### src/rtl/run_controller.sv
// Run sequencer for the pipelined core: holds core reset, counts run cycles,
// and ends the run on a PC self-loop, a programmed halt PC, or a cycle budget.
module run_controller #(
  parameter int                PC_WIDTH     = 32,
  parameter int                CNT_WIDTH    = 32,
  parameter int                RESET_CYCLES = 4,
  parameter int                MAX_CYCLES   = 1000,
  parameter int                STALL_LIMIT  = 8,
  parameter bit                HALT_EN      = 1'b0,
  parameter logic [PC_WIDTH-1:0] HALT_PC    = '0
) (
  input  logic                 clk,
  input  logic                 reset,
  input  logic                 start,
  input  logic [PC_WIDTH-1:0]  pc_in,
  output logic                 core_reset,
  output logic                 running,
  output logic                 done,
  output logic                 timeout,
  output logic [CNT_WIDTH-1:0] cycle_count,
  output logic [PC_WIDTH-1:0]  halt_pc
);

  localparam int HOLD_W  = $clog2(RESET_CYCLES + 1);
  localparam int STALL_W = $clog2(STALL_LIMIT + 1);
  localparam logic [HOLD_W-1:0]    HOLD_LAST  = HOLD_W'(RESET_CYCLES - 1);
  localparam logic [STALL_W-1:0]   STALL_LAST = STALL_W'(STALL_LIMIT - 1);
  localparam logic [CNT_WIDTH-1:0] CNT_LAST   = CNT_WIDTH'(MAX_CYCLES - 1);

  typedef enum logic [2:0] {
    IDLE,
    RESET_HOLD,
    RUN,
    HALTED,
    TIMEOUT
  } state_t;

  state_t               state_q, state_d;
  logic [HOLD_W-1:0]    hold_cnt_q, hold_cnt_d;
  logic [STALL_W-1:0]   stall_cnt_q, stall_cnt_d;
  logic [PC_WIDTH-1:0]  prev_pc_q, prev_pc_d;
  logic                 valid_q, valid_d;
  logic                 core_reset_q, core_reset_d;
  logic                 running_q, running_d;
  logic                 done_q, done_d;
  logic                 timeout_q, timeout_d;
  logic [CNT_WIDTH-1:0] cycle_count_q, cycle_count_d;
  logic [PC_WIDTH-1:0]  halt_pc_q, halt_pc_d;

  logic match;
  logic halt_hit;

  // valid_q keeps the stale prev_pc from matching on the first RUN sample
  assign match    = valid_q && (pc_in == prev_pc_q);
  assign halt_hit = (match && (stall_cnt_q == STALL_LAST)) ||
                    (HALT_EN && (pc_in == HALT_PC));

  always_comb begin
    state_d       = state_q;
    hold_cnt_d    = hold_cnt_q;
    stall_cnt_d   = stall_cnt_q;
    prev_pc_d     = prev_pc_q;
    valid_d       = valid_q;
    core_reset_d  = core_reset_q;
    running_d     = running_q;
    done_d        = done_q;
    timeout_d     = timeout_q;
    cycle_count_d = cycle_count_q;
    halt_pc_d     = halt_pc_q;

    case (state_q)
      IDLE: begin
        core_reset_d = 1'b1;
        if (start) begin
          state_d    = RESET_HOLD;
          hold_cnt_d = '0;
        end
      end

      RESET_HOLD: begin
        core_reset_d = 1'b1;
        hold_cnt_d   = hold_cnt_q + HOLD_W'(1);
        if (hold_cnt_q == HOLD_LAST) begin
          state_d       = RUN;
          core_reset_d  = 1'b0;
          running_d     = 1'b1;
          cycle_count_d = '0;
          stall_cnt_d   = '0;
          prev_pc_d     = '0;
          valid_d       = 1'b0;
        end
      end

      RUN: begin
        cycle_count_d = cycle_count_q + CNT_WIDTH'(1);
        prev_pc_d     = pc_in;
        valid_d       = 1'b1;
        stall_cnt_d   = match ? stall_cnt_q + STALL_W'(1) : '0;
        // Halt takes priority when it coincides with the last budgeted cycle
        if (halt_hit) begin
          state_d   = HALTED;
          done_d    = 1'b1;
          running_d = 1'b0;
          halt_pc_d = pc_in;
        end else if (cycle_count_q == CNT_LAST) begin
          state_d   = TIMEOUT;
          done_d    = 1'b1;
          timeout_d = 1'b1;
          running_d = 1'b0;
          halt_pc_d = pc_in;
        end
      end

      HALTED, TIMEOUT: begin
        if (start) begin
          state_d      = RESET_HOLD;
          core_reset_d = 1'b1;
          done_d       = 1'b0;
          timeout_d    = 1'b0;
          hold_cnt_d   = '0;
        end
      end

      default: begin
        state_d      = IDLE;
        core_reset_d = 1'b1;
      end
    endcase
  end

  always_ff @(posedge clk) begin
    if (reset) begin
      state_q       <= IDLE;
      hold_cnt_q    <= '0;
      stall_cnt_q   <= '0;
      prev_pc_q     <= '0;
      valid_q       <= 1'b0;
      core_reset_q  <= 1'b1;
      running_q     <= 1'b0;
      done_q        <= 1'b0;
      timeout_q     <= 1'b0;
      cycle_count_q <= '0;
      halt_pc_q     <= '0;
    end else begin
      state_q       <= state_d;
      hold_cnt_q    <= hold_cnt_d;
      stall_cnt_q   <= stall_cnt_d;
      prev_pc_q     <= prev_pc_d;
      valid_q       <= valid_d;
      core_reset_q  <= core_reset_d;
      running_q     <= running_d;
      done_q        <= done_d;
      timeout_q     <= timeout_d;
      cycle_count_q <= cycle_count_d;
      halt_pc_q     <= halt_pc_d;
    end
  end

  assign core_reset  = core_reset_q;
  assign running     = running_q;
  assign done        = done_q;
  assign timeout     = timeout_q;
  assign cycle_count = cycle_count_q;
  assign halt_pc     = halt_pc_q;

endmodule

### config.mk
export PLATFORM = sky130hd
export DESIGN_NAME = run_controller
export DESIGN_NICKNAME = d
export VERILOG_FILES = /design/src/rtl/run_controller.sv
export SDC_FILE = /design/constraint.sdc
export NUM_CORES = 1
export LEC_CHECK = 0
export ABC_CLOCK_PERIOD_IN_PS = 3080
export BUFFER_PORTS_ARGS = -buffer_cell sky130_fd_sc_hd__buf_2
export CAP_MARGIN = 20
export CORE_MARGIN = 2
export CORE_UTILIZATION = 50
export DETAILED_ROUTE_END_ITERATION = 10
export MAX_ROUTING_LAYER = met4
export PLACE_DENSITY = 0.73
export SLEW_MARGIN = 20
export SYNTH_ARGS = -nofsm -noshare
export SYNTH_HDL_FRONTEND = slang
export SYNTH_SLANG_ARGS = --single-unit
### constraint.sdc
create_clock -name clk -period 3.08 [get_ports clk]
set_input_delay 0.616 -clock clk [delete_from_list [all_inputs] [get_ports clk]]
set_output_delay 0.616 -clock clk [all_outputs]
set_load 0.005 [all_outputs]
==> flow_summary.ini <==
[critical_path]
cp.depth = 8
cpLargestDelayFamily = simple AND/OR/NAND/NOR gates
crit_chain = buf_2 > xor2_1 > a2111o_1 > or4_4 > or4_2 > buf_4 > o211ai_2 > a21oi_2
timing.rr.start = prev_pc_q[28]
worst_r2r_endpoint = halt_pc[18]
r2r_slack_ps = 450
endpoint = halt_pc[18]
ff2ff_path_depth = 7
critical_path.max_stage_delay_ps = 620
required_ps = 3340
arrival_ps = 2910
cp_num_buf_inv = 2
setup.worst_path.end_class = register
startpoint_type = input port
cp-startpoint = pc_in[28]
criticalPathCategory = input port to register
crit_fanout = 20
cpMaxStageDelayCell = or4_2

[clock_network]
cts_hold_buf = 0
cts_resized = 0
cts_buffers = 9
cts_tree = done
cts_sinks = 111
path_clk_slew_ps = 110
clock_latency_ps = 380
ctsRootBufferMaster = clkbuf_8
htree_num_levels = 3
cts_buffer_depth = 2
cts_setup_buffers = 0

[timing]
finalCritPeriodShare = 0.8582
setup_viol = 0
drv_slew = 0
setup_tns_ps = 0
fmax_mhz = 378.3
layout_setup_ws_ps = 436.8
rsz0062_at_grt = no
holdWs_ps = 469.2
fin_skew_ps = 12.20
tightest_slew_ps = 674.6
post-route-min-period_ps = 2643
relSlewSlack = 0.5486
timing.final.hold_violations = 0

[power]
power.leakage_nw = 2.282
p_seq_frac = 0.605
sw_frac_of_total = 0.2479
internal-power_mw = 1.795
power_frac_comb = 0.051
clockPowerShare = 0.345
cellPowerDensity_nw_per_um2 = 376.4
finalPower_mw = 2.386
irDropWorstVdd_mv = 0.2040
p_sw_uw = 591.4

[synth]
yosys-top-cells-area = dfxtp_1 40%, o211ai_2 6.7%, o211ai_1 6.3%
netlist-cell-type-count = 58
yosysMostFrequentCell = dfxtp_1
synth-seq-cells = 111
synthCells = 637
ys_async_sr_fraction = 0
synth_area_leader_cell = dfxtp_1
synthTopCellsByCount = 111 x dfxtp_1, 61 x a21oi_1, 58 x nand2_1, 52 x nand3_1, 47 x o211ai_1
synth_fp_nets = 676
ys_seq_area_frac = 0.3956
synth-main-ff-cell = dfxtp_1
synth_edf_count = 0
yosysTopAreaCellShare = 0.3956
syn_area_sq_um = 5617
yosysWarnings = 0
avgSynthCellArea_sq_um = 8.817

[die]
row_count = 38
core_sq_um = 10890
die_y_microns = 110.0
die_x_microns = 110.0
initial_core_util = 0.5159
io_pins = 103
dieArea_sq_um = 12100

[layout]
diodes = 0
final_util = 0.5822
area_growth_pct = 12.85
instances_no_fill = 855
final_cell_area_sq_um = 6339
final_layout_size_suffix_gt1_frac = 0.2937
fin_nets = 750

[hold_path]
hold_path.class = register to register
worstHoldStart = halt_pc[14]

[run_status]
status = completed

[drt]
dr.pass1.iters = 6
ant_nets = 0
wl_per_cell_microns = 17.03
drt-total-wl_mm = 14.56
first_iter_violations = 362
avgViaCountPerCell = 6.062
drcViolationCount = 0
via_count = 5183

[place]
place_inst = 840
hpwlAfterDp_mm = 9.820
post-place-ws_ps = 91.99
finalWeightedCongestion = 0.8712
place_area_sq_um = 6165
numPortBuffers = 102

[global_route]
grt_pass1_wl_mm = 22.75
grt_usage = 0.2429
grt_max_degree = 53
antenna_found_initial = 0
grt_pass1_vias = 4508
globalRoute.totalOverflow = 0

[job]
maxCapViolCount = 0
## worst min path at each step
stage | endpoint | slack [ps] | cells past startpoint
6_report | halt_pc[14] | 470 | 2
2_1_floorplan | prev_pc_q[18] | 450 | 2
3_3_place_gp | done | 450 | 1
5_1_grt | prev_pc_q[12] | 480 | 3
4_1_cts | halt_pc[14] | 470 | 2
3_5_place_dp | timeout | 450 | 1
## flip-flops by register name, summed over array words and instances (netlist names)
signal,flops
prev_pc_q,32
stall_cnt_q,4
done,1
hold_cnt_q,3
valid_q,1
running,1
halt_pc,32
timeout,1
core_reset,1
state_q,3
cycle_count,32
## placed cells by master, fill, tap and decap left out, types with 11 or more instances in the layout
master / netlist / layout
nand3_1: 52 / 52
o211ai_1: 47 / 47
or3_1: 11 / 11
dfxtp_1: 111 / 111
xor2_1: 13 / 13
o21ai_0: 11 / 11
nand2_1: 58 / 57
o211ai_2: 30 / 30
a21oi_1: 61 / 61
buf_4: 3 / 15
nor2_1: 32 / 32
buf_2: 11 / 101
a21oi_2: 30 / 30
## logic make-up after synthesis
logic type,Yosys count,synth area share
buf+inv,64,0.05524
simple gates,217,0.2047
mux,8,0.01515
xor+xnor,22,0.03431
compound gates,211,0.2860
flops,111,0.3956
fa+ha+maj,4,0.008911
## layer usage
| metal | vias up | wire length [microns] | global-route usage |
|---|---|---|---|
| li1 | 2487 | - | - |
| met1 | 2499 | 6809 | 0.3414 |
| met2 | 180 | 6724 | 0.3646 |
| met3 | 17 | 856 | 0.03939 |
| met4 | 0 | 167 | 0.06239 |
| met5 | - | 0 | - |
## power by group through the flow
stage	Combinational (mW)	Clock, mW	Sequential, mW
floorplan	0.0608	0	1.47
global placement	0.115	0	1.47
detailed placement	0.119	0	1.48
CTS	0.119	0.832	1.44
global route	0.130	0.884	1.44
finish	0.121	0.823	1.44
## worst register-to-register path: cells and delay by family, from the launching register on
family                 cells  cell delay (ps)
flip-flops                 1              330
XOR/XNOR                   1              160
AND/OR/NAND/NOR            2             1080
AO/OA/AOI/OAI              3              670
buffers and inverters      1              280
## layout make-up
type	count	area, sq um
clock buffer	11	141.4
clock inverter	4	32.53
multi-input combinational	462	3092
tap	140	175.2
inverter	10	37.54
sequential	111	2222
timing repair buffer	117	638.1
fill	991	4549
Power figures use the tool's default switching activity.
